[src/rtl/mul_pkg.sv]
// mul_pkg: shared FSM states, class flags and IEEE-style constants for the sequential multiplier
package mul_pkg;

  typedef enum logic [2:0] {IDLE, CLASS, ITER, NORM, DONE} state_t;

  typedef struct packed {
    logic zero;
    logic inf;
    logic nan;
  } cls_t;

  function automatic int bias_f(input int expo_w);
    return (1 << (expo_w - 1)) - 1;
  endfunction

  // Canonical quiet NaN {0, all-ones exponent, top mantissa bit}, returned wide and sliced by the user
  function automatic logic [63:0] qnan_f(input int expo_w, input int mant_w);
    return (((64'd1 << expo_w) - 64'd1) << mant_w) | (64'd1 << (mant_w - 1));
  endfunction

endpackage

[src/rtl/mul_seq_norm.sv]
// mul_seq_norm: normalizes the raw mantissa product, rounds to nearest-even and range-checks the exponent
module mul_seq_norm #(
  parameter int EXPO_W = 8,
  parameter int MANT_W = 23
) (
  input  logic [2*MANT_W+1:0]        p_i,
  input  logic signed [EXPO_W+1:0]   e_i,
  input  logic                       sign_i,
  output logic [EXPO_W+MANT_W:0]     r_op_o,
  output logic                       ovf_o,
  output logic                       unf_o
);

  localparam int PW = 2 * MANT_W + 2;
  localparam int EW2 = EXPO_W + 2;
  localparam logic signed [EW2-1:0] EMAX = EW2'((1 << EXPO_W) - 1);

  logic                  hi;
  logic                  guard;
  logic                  lsb;
  logic                  sticky;
  logic                  up;
  logic [MANT_W-1:0]     mant;
  logic [MANT_W:0]       sum;
  logic signed [EW2-1:0] ef;

  // A product in [2,4) drops one extra bit into the guard/sticky window and bumps the exponent
  always_comb begin
    hi = p_i[PW-1];
    mant = hi ? p_i[PW-2 -: MANT_W] : p_i[PW-3 -: MANT_W];
    guard = hi ? p_i[MANT_W] : p_i[MANT_W-1];
    lsb = hi ? p_i[MANT_W+1] : p_i[MANT_W];
    sticky = hi ? |p_i[MANT_W-1:0] : |p_i[MANT_W-2:0];
    up = guard & (sticky | lsb);
    sum = {1'b0, mant} + {{MANT_W{1'b0}}, up};
    ef = e_i + EW2'(hi) + EW2'(sum[MANT_W]);
    ovf_o = ef >= EMAX;
    unf_o = ef[EW2-1] || ef == '0;
    r_op_o = ovf_o ? {sign_i, {EXPO_W{1'b1}}, {MANT_W{1'b0}}} :
             unf_o ? {sign_i, {(EXPO_W+MANT_W){1'b0}}} :
                     {sign_i, ef[EXPO_W-1:0], sum[MANT_W-1:0]};
  end

endmodule

[src/rtl/mul_seq_ctrl.sv]
// mul_seq_ctrl: handshaked multiply controller with special-case fast path and shift-add mantissa core
module mul_seq_ctrl
  import mul_pkg::*;
#(
  parameter int EXPO_W = 8,
  parameter int MANT_W = 23
) (
  input  logic                     clk,
  input  logic                     rst,
  input  logic                     in_valid,
  output logic                     in_ready,
  input  logic [EXPO_W+MANT_W:0]   a_op,
  input  logic [EXPO_W+MANT_W:0]   b_op,
  output logic                     out_valid,
  input  logic                     out_ready,
  output logic [EXPO_W+MANT_W:0]   r_op,
  output logic                     r_invalid,
  output logic                     r_ovf,
  output logic                     r_unf
);

  localparam int W = 1 + EXPO_W + MANT_W;
  localparam int M = MANT_W + 1;
  localparam int EW2 = EXPO_W + 2;
  localparam int CW = $clog2(MANT_W + 1);
  localparam int BIAS = bias_f(EXPO_W);
  localparam logic [63:0] QNAN64 = qnan_f(EXPO_W, MANT_W);
  localparam logic [W-1:0] QNAN = QNAN64[W-1:0];

  state_t                state_q;
  logic                  in_ready_q;
  logic                  out_valid_q;
  logic [W-1:0]          a_q;
  logic [W-1:0]          b_q;
  logic [W-1:0]          r_op_q;
  logic                  r_invalid_q;
  logic                  r_ovf_q;
  logic                  r_unf_q;
  logic [CW-1:0]         cnt_q;
  logic [M-1:0]          mcand_q;
  logic [2*M-1:0]        prod_q;
  logic [2*M-1:0]        prod_d;
  logic signed [EW2-1:0] e_q;
  logic signed [EW2-1:0] e_d;
  logic                  sign_q;
  logic                  sign_d;
  logic [EXPO_W-1:0]     ea;
  logic [EXPO_W-1:0]     eb;
  logic [MANT_W-1:0]     ma;
  logic [MANT_W-1:0]     mb;
  cls_t                  ca;
  cls_t                  cb;
  logic                  invalid;
  logic                  special;
  logic [W-1:0]          spec_r;
  logic [M:0]            add_s;
  logic [W-1:0]          n_r;
  logic                  n_ovf;
  logic                  n_unf;

  assign ea = a_q[W-2 -: EXPO_W];
  assign eb = b_q[W-2 -: EXPO_W];
  assign ma = a_q[MANT_W-1:0];
  assign mb = b_q[MANT_W-1:0];

  // Operand classification, special-result selection and the unbiased exponent sum
  always_comb begin
    ca.zero = ea == '0;
    ca.inf = &ea && ma == '0;
    ca.nan = &ea && ma != '0;
    cb.zero = eb == '0;
    cb.inf = &eb && mb == '0;
    cb.nan = &eb && mb != '0;
    sign_d = a_q[W-1] ^ b_q[W-1];
    invalid = ca.nan | cb.nan | (ca.zero & cb.inf) | (ca.inf & cb.zero);
    special = |{ca, cb};
    spec_r = invalid ? QNAN :
             (ca.inf | cb.inf) ? {sign_d, {EXPO_W{1'b1}}, {MANT_W{1'b0}}} :
                                 {sign_d, {(W-1){1'b0}}};
    e_d = EW2'(ea) + EW2'(eb) - EW2'(BIAS);
  end

  // One shift-add step: the multiplier sits in the low half of the product and is consumed LSB first
  always_comb begin
    add_s = {1'b0, prod_q[2*M-1:M]} + {1'b0, prod_q[0] ? mcand_q : {M{1'b0}}};
    prod_d = {add_s, prod_q[M-1:1]};
  end

  mul_seq_norm #(
    .EXPO_W(EXPO_W),
    .MANT_W(MANT_W)
  ) u_norm (
    .p_i   (prod_q),
    .e_i   (e_q),
    .sign_i(sign_q),
    .r_op_o(n_r),
    .ovf_o (n_ovf),
    .unf_o (n_unf)
  );

  // Control FSM with datapath registers; results are held untouched for the whole DONE state
  always_ff @(posedge clk or posedge rst) begin
    if (rst) begin
      state_q <= IDLE;
      in_ready_q <= 1'b1;
      out_valid_q <= 1'b0;
      a_q <= '0;
      b_q <= '0;
      r_op_q <= '0;
      r_invalid_q <= 1'b0;
      r_ovf_q <= 1'b0;
      r_unf_q <= 1'b0;
      cnt_q <= '0;
      mcand_q <= '0;
      prod_q <= '0;
      e_q <= '0;
      sign_q <= 1'b0;
    end else begin
      case (state_q)
        IDLE: if (in_valid) begin
          a_q <= a_op;
          b_q <= b_op;
          in_ready_q <= 1'b0;
          state_q <= CLASS;
        end
        CLASS: begin
          sign_q <= sign_d;
          e_q <= e_d;
          cnt_q <= '0;
          mcand_q <= {1'b1, ma};
          prod_q <= {{M{1'b0}}, 1'b1, mb};
          if (special) begin
            r_op_q <= spec_r;
            r_invalid_q <= invalid;
            r_ovf_q <= 1'b0;
            r_unf_q <= 1'b0;
            out_valid_q <= 1'b1;
            state_q <= DONE;
          end else begin
            state_q <= ITER;
          end
        end
        ITER: begin
          prod_q <= prod_d;
          cnt_q <= cnt_q + CW'(1);
          if (cnt_q == CW'(MANT_W)) state_q <= NORM;
        end
        NORM: begin
          r_op_q <= n_r;
          r_invalid_q <= 1'b0;
          r_ovf_q <= n_ovf;
          r_unf_q <= n_unf;
          out_valid_q <= 1'b1;
          state_q <= DONE;
        end
        DONE: if (out_ready) begin
          out_valid_q <= 1'b0;
          in_ready_q <= 1'b1;
          state_q <= IDLE;
        end
        default: state_q <= IDLE;
      endcase
    end
  end

  assign in_ready = in_ready_q;
  assign out_valid = out_valid_q;
  assign r_op = r_op_q;
  assign r_invalid = r_invalid_q;
  assign r_ovf = r_ovf_q;
  assign r_unf = r_unf_q;

endmodule

[config.mk]
export PLATFORM = sky130hd
export DESIGN_NAME = mul_seq_ctrl
export DESIGN_NICKNAME = d
export VERILOG_FILES = /design/src/rtl/mul_pkg.sv /design/src/rtl/mul_seq_norm.sv /design/src/rtl/mul_seq_ctrl.sv
export SDC_FILE = /design/constraint.sdc
export NUM_CORES = 1
export LEC_CHECK = 0
export ABC_AREA = 0
export BUFFER_PORTS_ARGS = -buffer_cell sky130_fd_sc_hd__buf_2
export CORE_UTILIZATION = 44
export DETAILED_ROUTE_END_ITERATION = 8
export HOLD_SLACK_MARGIN = 0.15
export PLACE_DENSITY = 0.65
export SLEW_MARGIN = 0
export SYNTH_ARGS = -nofsm -noshare
export SYNTH_HDL_FRONTEND = slang
export SYNTH_HIERARCHICAL = 1
export SYNTH_SLANG_ARGS = --single-unit
[constraint.sdc]
create_clock -name clk -period 7.7 [get_ports clk]
set_input_delay 1.54 -clock clk [delete_from_list [all_inputs] [get_ports clk]]
set_output_delay 1.54 -clock clk [all_outputs]
set_load 0.02 [all_outputs]
==> run_results.csv, run 1 <==
group,metric,value,unit
floorplanning,design.core.area,24500,um2
sta,max_slew_margin,0.368,
setup_path,critical-path-top-delay-family,"compound AO/OA/AOI/OAI gates",
placed_design,numPortBuffers,104,
setup_path,worstPathMaxFanout,40,
drt,wl_per_cell,16.3,um
cells_and_area,antenna_cells,0,
sta,setup_viol,0,
clocking,cts_sinks,192,
cells_and_area,area_delta_synth_final,11.9,%
cells_and_area,fin_area,12400,um2
floorplanning,dieArea,25800,um2
setup_path,critPathMaxStageDelay,0.55,ns
clocking,postCtsSetupRepairBufs,0,
pwr,p_switching,0.00210,W
clocking,root_buffer,"clkbuf_16",
floorplanning,fp.dieW,161,um
clocking,worstSkewPairLatency,0.44,ns
sta,clock.fmax,203,MHz
pwr,power.internal,0.00287,W
placed_design,dp_cells,1541,
job,drv_cap,0,
synth,dominantRegCellSynth,"dfrtp_1",
synth,synth_edf_count,0,
setup_path,endpoint_kind,"register",
sta,skew,0.0129,ns
clocking,cts_resized,0,
global_routing,grt_pass1_wl,43000,um
drt,via_count,8796,
setup_path,cpMaxStageDelayCell,"a221o_2",
setup_path,cp_cell_sequence,"buf_4 > mux2_2 > nand2_1 > nor4_4 > and4_1 > fa_1 > ha_1 > and4_1 > a2111o_1 > a221oi_2 > a221o_2 > a211oi_1 > a221o_1",
cells_and_area,fin_nets,1349,
synth,async_flop_share,1.00,
drt,dr.first_iter.drc_count,844,
synth,syn_area_per_cell,9.49,um2
cells_and_area,stdcell_count,1573,
clocking,cts_htree_levels,4,
run_status,outcome,"finished clean",
setup_path,startpoint_type,"register",
drt,detail-route-antenna-nets,0,
cells_and_area,final_common_cell,"nand2_1",
sta,tightestPinTransition,0.948,ns
sta,finalCritPeriodShare,0.639,
floorplanning,placementRows,57,
sta,hold_viol,0,
synth,yosysSeqAreaShare,0.434,
pwr,seqPwrFrac,0.390,
global_routing,grt-ovfl-total,0,
global_routing,grt_pass1_vias,8290,
pwr,p_leak,5.55,nW
cells_and_area,mostFrequentLayoutCells,"nand2_1 (212), dfrtp_1 (190), buf_2 (104), nor2_1 (68), mux2_2 (65)",
global_routing,grtUsageTotal,0.206,
clocking,clkTransAtPathRegs,0.07,ns
cells_and_area,drive_gt1_frac,0.195,
synth,ys_warn_count,6,
sta,rsz0062_at_grt,"false",
pwr,sw_frac_of_total,0.422,
synth,syn-num-nets,1281,
synth,syn_inst,1168,
sta,drv_slew,0,
synth,synth_cell_types,80,
sta,min_period,4.92,ns
floorplanning,start_util,0.452,
pwr,peakVddDrop,0.180,mV
drt,routed_wl,25700,um
drt,post-route-drc-count,0,
setup_path,required,8.02,ns
global_routing,grt_max_degree,119,
clocking,hold_buffers,0,
setup_path,r2r_slack,2.78,ns
floorplanning,fp.dieH,161,um
placed_design,dpl_cell_area,11800,um2
min_path,min_path_type,"reg2reg",
global_routing,grt_antenna_before_repair,0,
placed_design,place.detailed.hpwl,18600,um
clocking,cts_buffer_depth,2,
placed_design,gp_congestion,0.869,
setup_path,critPathMostFrequentCell,"and4_1",
sta,fin_setup_tns,0,ns
setup_path,path_class,"reg2reg",
drt,viasPerCell,5.59,
clocking,cts_tree,"built",
pwr,p_comb_frac,0.431,
pwr,p_per_area,401,nW/um2
setup_path,arrival,5.24,ns
floorplanning,io_pins,105,
pwr,power_frac_clock,0.179,
synth,ys_ff_latch,192,
drt,dr.pass1.iters,5,
clocking,numCtsBuffers,17,
synth,syn_area,11100,um2
setup_path,cp_num_buf_inv,1,
## cell type report
type / count / area [um2]
fillers: 2320 / 12100
multi-input cells: 881 / 5880
flip-flops and latches: 192 / 4810
repair buffers: 113 / 588
clock buffers: 19 / 453
well taps: 324 / 405
clock inverters: 13 / 145
inverters: 31 / 124
## worst paths after layout
| check | startpoint | to | cells after the start |
|---|---|---|---|
| worst min register to register | mcand_q[23] | mcand_q[23] | 1 |
| min in group asynchronous | rst | b_q[0] | 2 |
| worst max register to register | prod_q[47] | r_op[22] | 13 |
| worst min-delay path | mcand_q[23] | mcand_q[23] | 1 |
| worst max-delay path | prod_q[47] | r_op[22] | 13 |
| max in group asynchronous | rst | prod_q[47] | 3 |
## sequential cells by signal, summed over array words and instances (netlist names)
name	cells
r_op	32
out_valid	1
mcand_q	24
a_q	32
r_unf	1
e_q	10
sign_q	1
cnt_q	5
state_q	3
b_q	32
r_ovf	1
r_invalid	1
prod_q	48
in_ready	1
## cells in the mapped netlist, drive strengths merged (21+ instances only)
library cell  number  area [um2]
a21oi             48         255
a22o              28         245
a31oi             29         181
and2              24         150
buf               31         175
clkbuf            33         125
dfrtp            191        4780
ha                42         526
inv               31         116
mux2              66         743
nand2            214         811
nand3             26         143
nand4             27         169
nor2              73         284
nor4              27         226
o21ai             49         245
xnor2             29         254
xor2              21         184
## cell families (layout without fill, tap and decap cells)
kind of cell	count (synthesis)	after routing	share of synthesized area
simple gates	464	464	0.206
buf+inv	95	176	0.0376
fa+ha+maj	45	45	0.0528
compound gates	239	239	0.148
flops	192	192	0.434
mux	83	83	0.0824
xor+xnor	50	50	0.0395
## power groups by stage
stage / registers, W / logic, W / clock network [W]
floorplan: 0.00183 / 0.00169 / 0
global placement: 0.00194 / 0.00211 / 0
detailed placement: 0.00195 / 0.00215 / 0
CTS: 0.00194 / 0.00216 / 0.000915
global route: 0.00201 / 0.00241 / 0.000953
finish: 0.00194 / 0.00214 / 0.000892
## through the flow
step / hold WS [ns] / util / worst slack (ns) / total power (W)
4_1_cts: 0.465 / 0.506 / 2.80 / 0.00501
6_report: 0.463 / 0.506 / 2.78 / 0.00498
2_1_floorplan: 0.425 / - / 0.934 / 0.00353
5_1_grt: 0.492 / 0.506 / 2.51 / 0.00538
3_5_place_dp: 0.448 / 0.481 / 2.82 / 0.00410
3_3_place_gp: 0.443 / 0.481 / 2.92 / 0.00404
## per-layer routing
metal	wire, um	up-vias	global-route usage
met5	0	-	0
met4	347	0	0.0566
met3	1030	23	0.0279
met2	11100	191	0.303
met1	13200	4243	0.315
li1	-	4339	-
(Power assumes the default switching activity.)
==> inputs of run 2 (changes only) <==
--- a/config.mk
+++ b/config.mk
@@ -5,12 +5,12 @@
 export SDC_FILE = /design/constraint.sdc
 export NUM_CORES = 1
 export LEC_CHECK = 0
-export ABC_AREA = 0
+export ABC_AREA = 1
 export BUFFER_PORTS_ARGS = -buffer_cell sky130_fd_sc_hd__buf_2
 export CORE_UTILIZATION = 44
 export DETAILED_ROUTE_END_ITERATION = 8
 export HOLD_SLACK_MARGIN = 0.15
-export PLACE_DENSITY = 0.65
+export PLACE_DENSITY = 0.67
 export SLEW_MARGIN = 0
 export SYNTH_ARGS = -nofsm -noshare
 export SYNTH_HDL_FRONTEND = slang
==> constraint.sdc (replaced) <==
create_clock -name clk -period 4.3 [get_ports clk]
set_input_delay 0.86 -clock clk [delete_from_list [all_inputs] [get_ports clk]]
set_output_delay 0.86 -clock clk [all_outputs]
set_load 0.02 [all_outputs]
==> run 2 against run 1 <==
Effect of this change: sequential power grew 67%; global-route usage up 1.6 points; via count is 15% higher; critical path depth increased by 9; clock power up 98%; setup slack worse by 2.3 ns; first-iteration DRC count is 21% lower; count of clock-buffer cells in the layout is 2 lower; combinational power rose by 93%; wire length rose by 11%; critical path type unchanged; largest cell class unchanged; highest routed layer unchanged.
==> run_results.csv, run 2 <==
group,metric,value,unit
sta,max_slew_margin,0.286,
drt,dr.first_iter.drc_count,663,
clocking,cts_sinks,192,
synth,ys_warn_count,6,
min_path,hold_path_startpoint,"r_invalid",
drt,viasPerCell,5.02,
floorplanning,start_util,0.447,
setup_path,arrival,4.13,ns
clocking,clkTransAtPathRegs,0.07,ns
global_routing,gr-usage-met1,0.306,
cells_and_area,drive_gt1_frac,0.130,
setup_path,startpoint_type,"register",
cells_and_area,regMostFlops,"prod_q",
sta,finalCritPeriodShare,0.884,
min_path,min_path_type,"reg2reg",
synth,dominantRegCellSynth,"dfrtp_1",
floorplanning,fp.dieW,165,um
setup_path,crit_start,"prod_q[47]",
synth,syn_area,11600,um2
synth,async_flop_share,1.00,
sta,hold_viol,0,
synth,yosys-top-cells-area,"dfrtp_1 (41%), nand2_1 (17%), inv_1 (6.9%), nor2_1 (6.2%), ha_1 (4.5%)",
run_status,outcome,"finished clean",
clocking,postCtsSetupRepairBufs,0,
sta,min_period,3.80,ns
setup_path,required,4.63,ns
clocking,cts_buffer_depth,2,
global_routing,grt.busiest_layer,"met2",
synth,synth_area_leader_cell,"dfrtp_1",
sta,clock.fmax,263,MHz
cells_and_area,fin_nets,1786,
synth,syn_area_per_cell,7.30,um2
sta,drv_slew,0,
cells_and_area,largest_reg_flops,48,
sta,setup_viol,0,
floorplanning,design.core.area,26000,um2
drt,wl_per_cell,14.1,um
pwr,peakVddDrop,0.326,mV
pwr,p_leak,6.90,nW
cells_and_area,area_delta_synth_final,11.5,%
global_routing,grtUsageMet2,0.367,
floorplanning,fp.dieH,165,um
synth,yosysMostFrequentCell,"nand2_1",
synth,synth_edf_count,0,
drt,via_count,10136,
synth,syn_inst,1592,
floorplanning,dieArea,27100,um2
setup_path,r2r_start,"prod_q[47]",
placed_design,dp_slack,0.392,ns
setup_path,worstPathMaxFanout,19,
synth,synth_cell_types,44,
sta,rsz0062_at_grt,"false",
drt,detail-route-antenna-nets,0,
setup_path,path_class,"reg2reg",
cells_and_area,mostFrequentLayoutCells,"nand2_1 (513), inv_1 (214), nor2_1 (193), dfrtp_1 (191), buf_2 (104)",
synth,yosysSeqAreaShare,0.413,
global_routing,grtUsageTotal,0.222,
synth,yosys.area.top_type_share,0.411,
clocking,root_buffer,"clkbuf_16",
clocking,worstSkewPairLatency,0.44,ns
sta,fin_setup_tns,0,ns
placed_design,gp_congestion,0.910,
placed_design,dp_cells,1989,
synth,ys_ff_latch,192,
clocking,cts_resized,0,
floorplanning,io_pins,105,
sta,worst_slack,0.500,ns
global_routing,grt_antenna_before_repair,0,
cells_and_area,antenna_cells,0,
drt,routed_wl,28400,um
cells_and_area,fin_area,13000,um2
pwr,p_per_area,706,nW/um2
cells_and_area,final_common_cell,"nand2_1",
drt,dr.pass1.iters,5,
cells_and_area,stdcell_count,2021,
global_routing,grt_max_degree,193,
clocking,hold_buffers,0,
clocking,cts_htree_levels,4,
global_routing,grt-ovfl-total,0,
placed_design,dpl_cell_area,12300,um2
global_routing,use_met3,0.0291,
sta,skew,0.0111,ns
synth,syn-num-nets,1705,
clocking,cts_tree,"built",
global_routing,grt_pass1_vias,9715,
job,drv_cap,0,
global_routing,grt_pass1_wl,47500,um
setup_path,endpoint_kind,"register",
synth,synth_commonest_cells,"nand2_1 (513), inv_1 (215), nor2_1 (193)",
sta,tightestPinTransition,1.07,ns
placed_design,place.detailed.hpwl,21100,um
drt,post-route-drc-count,0,
placed_design,numPortBuffers,104,
clocking,numCtsBuffers,17,
floorplanning,placementRows,59,
## run 2: cell families (layout without fill, tap and decap cells)
logic type / Yosys count / in the layout / synth area share
adder cells (fa/ha/maj): 45 / 45 / 0.0504
AO/OA/AOI/OAI: 202 / 202 / 0.104
XOR/XNOR: 17 / 17 / 0.0128
AND/OR/NAND/NOR: 845 / 845 / 0.298
buffers and inverters: 269 / 363 / 0.0993
multiplexers: 22 / 22 / 0.0213
flip-flops: 192 / 192 / 0.413
## run 2: cell type report
class                   count  area [um2]
multi-input cells        1131        5680
clock inverters            15         223
fillers                  2611       13000
flip-flops and latches    192        4810
inverters                 222         842
repair buffers            109         571
well taps                 335         419
clock buffers              17         425
## run 2: metrics by stage
stage          utilization  total power (W)  hold WS, ns
2_1_floorplan            -          0.00644        0.439
3_3_place_gp         0.474          0.00730        0.455
3_5_place_dp         0.474          0.00741        0.464
4_1_cts              0.499          0.00923        0.476
5_1_grt              0.499          0.00996        0.501
6_report             0.499          0.00915        0.480
## run 2: worst max-delay path, cell delays in order (launching register included)
cell,delay [ns]
dfrtp_1,0.40
buf_4,0.21
buf_4,0.20
o21ai_1,0.27
nand2_1,0.14
nor2_1,0.18
nand2_1,0.07
nor3_1,0.28
fa_1,0.36
ha_1,0.23
nand2_1,0.12
nor2_1,0.15
nand3_1,0.08
nand2_1,0.06
nand2_1,0.06
nor2_1,0.22
nand2_1,0.08
nand2_1,0.17
o21ai_0,0.11
nand2_1,0.07
o21ai_0,0.07
nand2_1,0.10
nand2_1,0.04
## run 2: final timing paths
| path | to | slack, ns | cells past startpoint |
|---|---|---|---|
| setup / recovery | r_op[29] | 0.50 | 22 |
| hold / removal | r_invalid | 0.48 | 2 |
| setup reg to reg | r_op[29] | 0.50 | 22 |
| hold reg to reg | r_invalid | 0.48 | 2 |
| max in group asynchronous | r_op[24] | 2.80 | 3 |
| min in group asynchronous | a_q[2] | 0.68 | 3 |
## run 2: where the power goes
part | internal, W | total, W | switching (W)
Combinational | 0.00149 | 0.00414 | 0.00265
Clock | 0.000996 | 0.00177 | 0.000774
Sequential | 0.00260 | 0.00324 | 0.000639
Total | 0.00509 | 0.00915 | 0.00406
## run 2: routing by layer
| layer | wire (um) | vias to the layer above |
|---|---|---|
| met4 | 463 | 0 |
| li1 | - | 5181 |
| met5 | 0 | - |
| met2 | 13200 | 211 |
| met3 | 1080 | 32 |
| met1 | 13600 | 4712 |
